<file path="config.mk">
export PLATFORM = sky130hd
export DESIGN_NAME = lfsr_word_ctrl
export DESIGN_NICKNAME = d
export VERILOG_FILES = /design/src/rtl/lfsr_ctrl_pkg.sv /design/src/rtl/lfsr_word_ctrl.sv
export SDC_FILE = /design/constraint.sdc
export NUM_CORES = 1
export LEC_CHECK = 0
export ABC_AREA = 1
export CORE_AREA = 2 2 86 88
export DETAILED_ROUTE_END_ITERATION = 12
export DIE_AREA = 0 0 88 90
export PLACE_DENSITY = 0.64
export RECOVER_POWER = 100
export SYNTH_ARGS = -nofsm -noshare
export SYNTH_HDL_FRONTEND = slang
export SYNTH_SLANG_ARGS = --single-unit
</file>
<file path="constraint.sdc">
create_clock -name clk -period 2.48 [get_ports clk]
set_input_delay 0.248 -clock clk [delete_from_list [all_inputs] [get_ports clk]]
set_output_delay 0.248 -clock clk [all_outputs]
set_load 0.005 [all_outputs]
</file>
<file path="src/rtl/lfsr_ctrl_pkg.sv">
// Shared types and default parameters for the LFSR word controller.
// Latency: n/a (types and constants only).
// Backpressure: n/a.
//
// Contents: controller state enum and the WORD_W / BPC / CNT_W defaults.
package lfsr_ctrl_pkg;

    localparam int WORD_W_DEF = 8;   // assembled word width in bits
    localparam int BPC_DEF    = 1;   // LFSR bits delivered per clock
    localparam int CNT_W_DEF  = 16;  // word-count field width

    typedef enum logic [1:0] {
        ST_IDLE  = 2'd0,
        ST_INIT  = 2'd1,
        ST_RUN   = 2'd2,
        ST_DRAIN = 2'd3
    } ctrl_state_t;

endpackage

</file>
<file path="src/rtl/lfsr_word_ctrl.sv">
// Drives an external LFSR and packs its serial output into WORD_W-bit words.
// Latency: a word is presented the cycle after its last chunk is captured.
// Backpressure: word_ready low holds word_data and stalls the LFSR only when the next chunk would complete a word.
//
// Ports:
//   clk, reset_n               clock and synchronous active-low reset
//   start, word_count, stop    run control (word_count 0 = continuous until stop)
//   lfsr_init, lfsr_enable     control towards the LFSR (init pulse, advance enable)
//   lfsr_out, lfsr_valid       BPC bits from the LFSR, valid in the enable cycle
//   word_data, word_valid,
//   word_ready                 assembled word, ready/valid handshake
//   busy, done                 status: not idle / one-cycle end-of-run pulse
// WORD_W must be an integer multiple of BPC.
module lfsr_word_ctrl
    import lfsr_ctrl_pkg::*;
#(
    parameter int WORD_W = WORD_W_DEF,
    parameter int BPC    = BPC_DEF,
    parameter int CNT_W  = CNT_W_DEF
) (
    input  logic              clk,
    input  logic              reset_n,
    input  logic              start,
    input  logic [CNT_W-1:0]  word_count,
    input  logic              stop,
    output logic              lfsr_init,
    output logic              lfsr_enable,
    input  logic [BPC-1:0]    lfsr_out,
    input  logic              lfsr_valid,
    output logic [WORD_W-1:0] word_data,
    output logic              word_valid,
    input  logic              word_ready,
    output logic              busy,
    output logic              done
);

    localparam int                FILL_W    = $clog2(WORD_W + 1);
    localparam logic [FILL_W-1:0] LAST_FILL = FILL_W'(WORD_W - BPC);
    localparam logic [FILL_W-1:0] STEP      = FILL_W'(BPC);

    ctrl_state_t       state_q;
    ctrl_state_t       state_d;

    logic [WORD_W-1:0] asm_q;
    logic [WORD_W-1:0] asm_nxt;
    logic [FILL_W-1:0] fill_q;
    logic [CNT_W-1:0]  word_cnt_q;
    logic [CNT_W-1:0]  word_target_q;

    logic              stall;
    logic              capture;
    logic              word_done;
    logic              last_word;
    logic              abort;

    // Earliest captured bit ends up in the MSB of the finished word.
    always_comb begin
        asm_nxt = (asm_q << BPC) | WORD_W'(lfsr_out);
    end

    always_ff @(posedge clk) begin
        if (!reset_n) begin
            state_q <= ST_IDLE;
        end else begin
            state_q <= state_d;
        end
    end

    always_comb begin
        state_d     = state_q;
        lfsr_init   = 1'b0;
        lfsr_enable = 1'b0;
        busy        = 1'b1;
        done        = 1'b0;
        capture     = 1'b0;
        word_done   = 1'b0;
        last_word   = 1'b0;
        abort       = 1'b0;
        // Only the chunk that would complete a word needs a free output
        // register; earlier chunks keep flowing during backpressure.
        stall       = word_valid && !word_ready && (fill_q == LAST_FILL);

        case (state_q)
            ST_IDLE: begin
                busy = 1'b0;
                // stop is meaningless here, so start alone decides.
                if (start) begin
                    state_d = ST_INIT;
                end
            end
            ST_INIT: begin
                lfsr_init = 1'b1;
                if (stop) begin
                    abort   = 1'b1;
                    state_d = ST_DRAIN;
                end else begin
                    state_d = ST_RUN;
                end
            end
            ST_RUN: begin
                lfsr_enable = !stall;
                capture     = lfsr_enable && lfsr_valid;
                word_done   = capture && (fill_q == LAST_FILL);
                last_word   = word_done && (word_target_q != '0) &&
                              (word_cnt_q == word_target_q - CNT_W'(1));
                if (stop) begin
                    abort   = 1'b1;
                    state_d = ST_DRAIN;
                end else if (last_word) begin
                    state_d = ST_DRAIN;
                end
            end
            ST_DRAIN: begin
                if (!word_valid) begin
                    done    = 1'b1;
                    state_d = ST_IDLE;
                end
            end
            default: begin
                state_d = ST_IDLE;
            end
        endcase
    end

    always_ff @(posedge clk) begin
        if (!reset_n) begin
            asm_q         <= '0;
            fill_q        <= '0;
            word_cnt_q    <= '0;
            word_target_q <= '0;
            word_data     <= '0;
            word_valid    <= 1'b0;
        end else begin
            if (state_q == ST_IDLE && start) begin
                word_target_q <= word_count;
                word_cnt_q    <= '0;
                asm_q         <= '0;
                fill_q        <= '0;
            end

            if (word_done) begin
                asm_q     <= '0;
                fill_q    <= '0;
                word_data <= asm_nxt;
            end else if (capture) begin
                asm_q  <= asm_nxt;
                fill_q <= fill_q + STEP;
            end

            // Saturate rather than wrap in continuous mode.
            if (word_done && (word_cnt_q != '1)) begin
                word_cnt_q <= word_cnt_q + CNT_W'(1);
            end

            // A completion may coincide with a transfer-out; loading wins so
            // word_valid stays high without a bubble.
            if (word_done) begin
                word_valid <= 1'b1;
            end else if (word_ready) begin
                word_valid <= 1'b0;
            end

            // Abort drops only the partial word; a word finished on this
            // same edge has already been loaded above and is still drained.
            if (abort) begin
                asm_q  <= '0;
                fill_q <= '0;
            end
        end
    end

endmodule

</file>
## Yosys cells after proc, flatten, opt, wreduce, memory -nomap -nowiden

Index checks and enable logic that the tools add are counted.

| word-level totals | value |
|---|---|
| bits in registers | 54 |
| bits of input ports | 23 |
| output and inout bits | 13 |
| word-level logic and storage cells | 62 |

| operators by class | value |
|---|---|
| add/sub/neg operators | 3 |
| equality and inequality tests | 9 |
| multiplexer cells | 23 |
| bitwise gates (word level) | 2 |
| reductions and logical operators | 18 |

Operator list:

| operator | number |
|---|---|
| $mux W16 | 2 |
| $add A16 B1 Y16 const B | 1 |
| $eq A16 B16 Y1 | 1 |
| $ne A16 B16 Y1 const B | 1 |
| $reduce_bool A16 Y1 | 1 |
| $sub A16 B1 Y16 const B | 1 |
| $mux W7 | 2 |
| $mux W1 | 12 |
| $logic_and A1 B1 Y1 | 8 |
| $mux W2 | 4 |
| $mux W4 | 2 |
| $or A8 B1 Y8 | 1 |
| $pmux W2 S4 | 1 |
| $reduce_bool A2 Y1 | 3 |
| $add A4 B1 Y4 const B | 1 |
| $eq A2 B2 Y1 const B | 2 |
| $eq A4 B3 Y1 const B | 1 |
| $ne A2 B2 Y1 const B | 2 |
| $ne A3 B3 Y1 const B | 1 |
| $reduce_and A3 Y1 | 1 |
| $reduce_or A3 Y1 | 1 |
| $eq A2 B1 Y1 const B | 1 |
| $logic_not A1 Y1 | 2 |
| $logic_not A2 Y1 | 1 |
| other kinds (2) | 2 |

## Depth between registers and ports, before layout

Gate-level depths: netlist of the first run.

| depth | value |
|---|---|
| depth after elaboration | 11 |
| mapped depth | 16 |
| depth with buffers taken out | 16 |

## Least setup slack after synthesis of the first run

No wires, ideal clock.

| timing | value |
|---|---|
| kind | reg2reg |
| start point | register word_cnt_q[0] |
| end point | register word_cnt_q[15] |
| arrival | 1.601 ns |
| slack | 0.746 ns |
| cell stages (with the launch flop) | 14 |
| path buffers | 1 |
| cells stage by stage | dfxtp_1 -> ha_1 -> nand2_1 -> nor2_2 -> nand3_1 -> nor2_2 -> inv_2 -> nor2_4 -> nand3_2 -> nand2_2 -> inv_1 -> buf_2 -> nand3b_1 -> a21oi_1 |

| between the ends | value |
|---|---|
| cells in the longest elaborated chain, start to end | 3 |
| elaborated cells between the ends (all ways) | 5 |
| classes of those cells | add/sub (1); eq/ne (1); mux (1); reduce/logical (2) |

Ends and longest elaborated chain:

| item | line | source |
|---|---|---|
| start: declaration | lfsr_word_ctrl.sv:47 | `logic [CNT_W-1:0] word_cnt_q;` |
| start signal: assignment | lfsr_word_ctrl.sv:152 | `word_cnt_q <= word_cnt_q + CNT_W'(1);` |
| branches (longest 3 deep; another with $add A16 B1 Y16) | - |  |

Parallel ways; which one is timed is not known.
A chain may end at the register's enable or synchronous reset.

## Final worst setup path of the first run

| timing | value |
|---|---|
| start point | register word_cnt_q[0] |
| end point | register word_cnt_q[0] |

The elaborated chain is that of the path after synthesis.

==> results of run 1 <==
==> placed cells by master, fill, tap and decap left out <==
master / n
sky130_fd_sc_hd__nand2_2: 2
sky130_fd_sc_hd__nor2_1: 83
sky130_fd_sc_hd__nand4_1: 1
sky130_fd_sc_hd__nor3_1: 3
sky130_fd_sc_hd__clkbuf_8: 5
sky130_fd_sc_hd__inv_8: 1
sky130_fd_sc_hd__clkinv_4: 2
sky130_fd_sc_hd__nand2_1: 118
sky130_fd_sc_hd__nor4_1: 1
sky130_fd_sc_hd__or2_2: 2
sky130_fd_sc_hd__a21oi_1: 37
sky130_fd_sc_hd__xor2_1: 8
sky130_fd_sc_hd__clkinv_2: 1
sky130_fd_sc_hd__clkbuf_1: 2
sky130_fd_sc_hd__nand3_1: 30
sky130_fd_sc_hd__a21oi_2: 1
sky130_fd_sc_hd__ha_1: 9
sky130_fd_sc_hd__clkdlybuf4s50_1: 22
sky130_fd_sc_hd__nand3b_1: 5
sky130_fd_sc_hd__nor2_2: 2
sky130_fd_sc_hd__inv_1: 47
sky130_fd_sc_hd__buf_4: 2
sky130_fd_sc_hd__dfxtp_1: 54
sky130_fd_sc_hd__o21ai_0: 33
sky130_fd_sc_hd__o211ai_1: 1
sky130_fd_sc_hd__a211oi_1: 2
sky130_fd_sc_hd__a311oi_1: 1
sky130_fd_sc_hd__xnor2_1: 9
sky130_fd_sc_hd__o21bai_1: 1
sky130_fd_sc_hd__nor2_4: 2
sky130_fd_sc_hd__nand3_2: 1
sky130_fd_sc_hd__dlygate4sd3_1: 13
sky130_fd_sc_hd__clkinv_1: 3
==> final cells by class <==
cell class / count / area, sq um
well taps: 99 / 124
clock inverters: 3 / 28.8
fillers: 733 / 3450
multi-input cells: 352 / 1700
clock buffers: 5 / 68.8
flip-flops and latches: 54 / 1080
repair buffers: 39 / 373
inverters: 51 / 193
==> where the power goes <==
part | internal (mW) | switching, mW
Combinational | 0.437 | 0.734
Sequential | 0.960 | 0.113
Clock | 0.210 | 0.328
Total | 1.61 | 1.17
==> state kept, by name, summed over array words and instances, names as in the netlist <==
signal	flops
word_cnt_q	16
asm_q	7
word_data	8
fill_q	4
word_target_q	16
word_valid	1
state_q	2
==> how the worst max path moves through the flow <==
stage,slack (ns),startpoint,endpoint
floorplan,0.75,word_cnt_q[0]$_SDFFE_PN0P_,word_cnt_q[15]$_SDFFE_PN0P_
global placement,0.45,word_ready,word_cnt_q[7]$_SDFFE_PN0P_
detailed placement,0.40,word_ready,word_cnt_q[7]$_SDFFE_PN0P_
CTS,0.45,word_cnt_q[0]$_SDFFE_PN0P_,word_cnt_q[0]$_SDFFE_PN0P_
global route,0.1,word_cnt_q[0]$_SDFFE_PN0P_,word_cnt_q[0]$_SDFFE_PN0P_
finish,0.42,word_cnt_q[0]$_SDFFE_PN0P_,word_cnt_q[0]$_SDFFE_PN0P_
==> kinds of logic after synthesis <==
family | after synthesis
xor gates and xnor gates | 17
DFF | 54
and+or+nand+nor | 250
adders and majority gates | 9
buffers and inverters | 63
AOI/OAI and AO/OA | 76
==> critical path: stages (launching register included) <==
cell	delay [ns]
sky130_fd_sc_hd__dfxtp_1	0.43
sky130_fd_sc_hd__ha_1	0.19
sky130_fd_sc_hd__nand2_1	0.10
sky130_fd_sc_hd__nor2_2	0.12
sky130_fd_sc_hd__nand3_1	0.09
sky130_fd_sc_hd__nor2_1	0.14
sky130_fd_sc_hd__inv_1	0.10
sky130_fd_sc_hd__nor2_4	0.11
sky130_fd_sc_hd__nand3_2	0.09
sky130_fd_sc_hd__nand2_2	0.08
sky130_fd_sc_hd__inv_1	0.22
sky130_fd_sc_hd__o21ai_0	0.23
sky130_fd_sc_hd__a21oi_1	0.05
==> layer usage <==
| layer | share of wire | vias up | track usage |
|---|---|---|---|
| met4 | 0.0083 | 0 | 0.0474 |
| met2 | 0.50 | 29 | 0.326 |
| met5 | 0 | - | 0 |
| li1 | - | 1545 | - |
| met1 | 0.47 | 1306 | 0.227 |
| met3 | 0.021 | 5 | 0.0340 |
==> per-stage QoR <==
stage               instance area [sq um]  power (mW)  instances  setup slack, ns
floorplan                            3030        1.96        469            0.746
global placement                     3480        2.26        595            0.450
detailed placement                   3480        2.28        595            0.396
CTS                                  3580        2.83        603            0.449
global route                         3570        3.04        603           0.0980
finish                               3570        2.78        603            0.424
==> results_dict.tcl, run 1 <==
set metrics [dict create \
    status "completed" \
    cts_hold_buffers 0 \
    grt_start_max_net_pins 30 \
    post_cts_resized 0 \
    synthCells 469 \
    synthAdderAreaFrac 0.0372 \
    antenna_diodes 0 \
    timing.max_cap.violations 0 \
    post_synth_most_frequent_cells "sky130_fd_sc_hd__nand2_1, sky130_fd_sc_hd__nor2_1, sky130_fd_sc_hd__dfxtp_1" \
    fp-row-count 31 \
    synth_top_area_frac 0.357 \
    clk_transition_reported_paths_ns 0.11 \
    hold_violations 0 \
    finalCriticalPeriod_ns 2.06 \
    synthFlopType "sky130_fd_sc_hd__dfxtp_1" \
    critical_path.startpoint_type "flop" \
    number_of_detailed_route_iterations_in_the_first_pass 4 \
    synth_seq_area_share 0.357 \
    cp_max_fo 17 \
    synth_top_cell_by_area "sky130_fd_sc_hd__dfxtp_1" \
    cts-htree-levels 2 \
    report.final.setup_viol 0 \
    ant_nets 0 \
    finalSetupTns_ns 0 \
    flow.area_growth_from_synthesis_pct 17.8 \
    initial_util 0.431 \
    grt_setup_unrepaired "no" \
    synthArstFlopShare 0 \
    root_buffer "sky130_fd_sc_hd__clkbuf_8" \
    count_of_cells_along_the_worst_register_to_register_path 12 \
    drtIter0Drc 91 \
    number_of_primary_i_o_pins 36 \
    drcViolationCount 0 \
    hpwl_detailed_mm 5.32 \
    postSynthAreaPerCell_sq_um 6.46 \
    min_delay_path_depth 2 \
    die_width_um 88 \
    critical_path_required_ns 2.69 \
    port-buffer-count 35 \
    hold-path-endpoint "fill_q[3]$_SDFFE_PP0P_" \
    cts_buffers 5 \
    fmax_ghz 0.486 \
    min_path_type "reg -> reg" \
    final.hold.worst_slack_ns 0.466 \
    net_count_after_synthesis 501 \
    synth-xor-area-share 0.0492 \
    synthSimpleGateAreaFrac 0.344 \
    tritoncts "built" \
    finished_core_util 0.508 \
    total_leakage_power_nw 1.49 \
    most_used_standard_cell_by_instance_count_after_synthesis "sky130_fd_sc_hd__nand2_1" \
    main_area_contributors_after_synthesis "sky130_fd_sc_hd__dfxtp_1, sky130_fd_sc_hd__nand2_1, sky130_fd_sc_hd__nor2_1" \
    track_usage 0.185 \
    ys_ff_latch 54 \
    hp-start "fill_q[3]$_SDFFE_PP0P_" \
    wl_mm 7.07 \
    destination_of_the_worst_register_to_register_timing_path "word_cnt_q[0]$_SDFFE_PN0P_" \
    worst_vdd_rail_ir_drop_uv 447 \
    setup_fix_buffers_added_after_clock_tree_synthesis 0 \
    dieArea_sq_mm 0.00792 \
    avgViaCountPerCell 4.78 \
    routed_wire_length_per_instance_um 11.7 \
    floorplan.die.height_um 90 \
    synthMuxAreaShare 0 \
    finClkSkew_ns 0.00746 \
    place.gp.congestion 0.872 \
    synth_compound_gate_area_share 0.131 \
    final_nets 535 \
    final.period_utilization 0.829 \
    worstSkewPairLatency_ns 0.32 \
    synthesis.yosys.warnings 0 \
    cts-root-to-sink-buffers 2 \
    grt_first_pass_wirelength_mm 11.9 \
    globalRouteOverflowTotal 0 \
    worst_path_class_setup "reg -> reg" \
    first_global_vias 2725 \
    synthesis.area_sq_mm 0.00303 \
    worst_setup_path_end_kind "flop" \
    tightestPinTransition_ns 0.782 \
    critical_path_arrival_ns 2.26 \
    yosys.cell_types.count 30 \
    max_slew_margin 0.478 \
    core_region_area_sq_mm 0.00702 \
    final_layout_size_suffix_gt1_frac 0.0417 \
    clock-sinks 54 \
    power_density_mw_per_mm2 780 \
    dominant_combinational_cell_family_by_area_after_synthesis "simple AND/OR/NAND/NOR gates" \
    r2r_start "word_cnt_q[0]$_SDFFE_PN0P_" \
    synth-edff-count 0 \
    timing_max_transition_violations_final 0 \
    grt_antenna_before_repair 0 \
    num_vias 2885 \
    r2r_setup_slack_ns 0.42 \
]
No activity file was read; power rests on OpenSTA's default activity.
==> inputs of run 2 (changes only) <==
==> constraint.sdc (replaced) <==
create_clock -name clk -period 2.1 [get_ports clk]
set_input_delay 0.21 -clock clk [delete_from_list [all_inputs] [get_ports clk]]
set_output_delay 0.21 -clock clk [all_outputs]
set_load 0.005 [all_outputs]
==> results_dict.tcl, run 2 (same netlist as run 1, synthesis figures left out) <==
set metrics [dict create \
    status "completed" \
    final.period_utilization 0.919 \
    met1_track_demand_over_resource_in_global_routing 0.242 \
    registers_with_the_highest_flip_flop_counts "word_cnt_q: 16 flops, word_target_q: 16 flops, word_data: 8 flops" \
    final.hold.worst_slack_ns 0.467 \
    power_density_mw_per_mm2 909 \
    tightestPinTransition_ns 0.436 \
    wl_mm 7.06 \
    internal-power_mw 1.92 \
    final_cell_mix "sky130_fd_sc_hd__nand2_1, sky130_fd_sc_hd__nor2_1, sky130_fd_sc_hd__dfxtp_1" \
    drtIter0Drc 125 \
    track_usage 0.187 \
    layout_commonest_cell "sky130_fd_sc_hd__nand2_1" \
    cts-htree-levels 2 \
    number_of_primary_i_o_pins 36 \
    use_met3 0.0285 \
    port-buffer-count 35 \
    grt_use_met2 0.319 \
    report.final.setup_viol 0 \
    multiInputGateArea_sq_mm 0.00170 \
    min_path_type "reg -> reg" \
    worstSkewPairLatency_ns 0.32 \
    busiest_layer "met2" \
    floorplan.die.height_um 90 \
    routed_wire_length_per_instance_um 11.6 \
    critical_path_required_ns 1.89 \
    max_slew_margin 0.709 \
    hpwl_detailed_mm 5.42 \
    cts_hold_buffers 0 \
    worst_vdd_rail_ir_drop_uv 495 \
    timing.max_cap.violations 0 \
    critical_path_arrival_ns 1.72 \
    antenna_diodes 0 \
    flow.area_growth_from_synthesis_pct 19.9 \
    finalSetupTns_ns 0 \
    initial_util 0.431 \
    critical_path.startpoint_type "flop" \
    grt_start_max_net_pins 30 \
    drcViolationCount 0 \
    post-place-ws_ns 0.0276 \
    place.gp.congestion 0.851 \
    cp_max_fo 4 \
    layoutNonFillerInstCount 609 \
    tritoncts "built" \
    post-place-cells 600 \
    dieArea_sq_mm 0.00792 \
    worst_path_class_setup "reg -> out" \
    die_width_um 88 \
    core_region_area_sq_mm 0.00702 \
    final.fill_count 743 \
    grt_first_pass_wirelength_mm 12.0 \
    clock-sinks 54 \
    globalRouteOverflowTotal 0 \
    grt_antenna_before_repair 0 \
    ant_nets 0 \
    avgViaCountPerCell 4.84 \
    share_seq_of_total_power 0.384 \
    final_nets 541 \
    hold_violations 0 \
    root_buffer "sky130_fd_sc_hd__clkbuf_8" \
    grt_setup_unrepaired "no" \
    min_delay_path_depth 2 \
    seq_area_sq_mm 0.00108 \
    netSwitchingFraction 0.417 \
    total_leakage_power_nw 1.51 \
    switching_power_mw 1.37 \
    timing_max_transition_violations_final 0 \
    p_comb_frac 0.431 \
    number_of_detailed_route_iterations_in_the_first_pass 4 \
    finalCriticalPeriod_ns 1.93 \
    finished_core_util 0.517 \
    num_vias 2949 \
    post-route-worst-setup-slack_ns 0.171 \
    fmax_ghz 0.518 \
    worst_setup_path_end_kind "primary output" \
    final_layout_size_suffix_gt1_frac 0.0647 \
    fp-row-count 31 \
    cts-root-to-sink-buffers 2 \
    count_of_cells_along_the_worst_register_to_register_path 12 \
    finClkSkew_ns 0.00800 \
    first_global_vias 2693 \
    clk_transition_reported_paths_ns 0.10 \
    cts_buffers 5 \
    clockPowerShare 0.184 \
]
==> run 2: cell count changes in the layout (fill, tap and decap cells not counted), sizes merged <==
cell           before  now
clkbuf              7    8
inv                48   47
clkdlybuf4s50      22   23
buf                 2    7
dlygate4sd3        13   12
clkinvlp            0    1
==> run 2: cell type report <==
type | count | area share
Clock buffer | 5 | 0.0190
Sequential cell | 54 | 0.298
Inverter | 51 | 0.0544
Timing Repair Buffer | 45 | 0.118
Clock inverter | 3 | 0.00724
Tap cell | 99 | 0.0341
Multi-Input combinational cell | 352 | 0.469
==> run 2: stage by stage <==
stage	total power, mW	area, sq um
floorplan	2.31	3030
global placement	2.69	3520
detailed placement	2.71	3520
CTS	3.33	3610
global route	3.64	3630
finish	3.30	3630
==> run 2: repair_timing <==
action	4_1_cts	5_1_grt
endpoints found under the setup margin	0	18
buffers inserted	0	1
gates resized for setup	0	7
==> run 2: final timing paths <==
kind,from,to,slack [ns]
max,fill_q[0]$_SDFFE_PP0P_,lfsr_enable,0.17
max reg2reg,word_target_q[2]$_SDFFE_PN0P_,state_q[0]$_SDFFE_PN0P_,0.19
min,asm_q[6]$_SDFFE_PP0P_,asm_q[6]$_SDFFE_PP0P_,0.47
min reg2reg,asm_q[6]$_SDFFE_PP0P_,asm_q[6]$_SDFFE_PP0P_,0.47
==> run 2: power groups by stage <==
stage | logic [mW] | clock network [mW] | registers, mW
after CTS | 1.43 | 0.629 | 1.27
after detailed placement | 1.42 | 0 | 1.29
after global routing | 1.68 | 0.672 | 1.29
after floorplan | 1.06 | 0 | 1.25
final | 1.42 | 0.608 | 1.27
after global placement | 1.40 | 0 | 1.29
==> run 2: metal layers <==
metal / part of all wire / vias up / wire, um
li1: - / 1568 / -
met1: 0.45 / 1339 / 3210
met2: 0.50 / 34 / 3570
met3: 0.029 / 8 / 202
met4: 0.012 / 0 / 82
met5: 0 / - / 0
==> run 2: worst max-delay path, stage by stage, from the launching register on <==
cell and delay, ns:
sky130_fd_sc_hd__dfxtp_1 0.35, sky130_fd_sc_hd__ha_1 0.23, sky130_fd_sc_hd__nand3_1 0.11, sky130_fd_sc_hd__nor2_1 0.05
sky130_fd_sc_hd__nor2_1 0.14, sky130_fd_sc_hd__clkdlybuf4s50_1 0.53
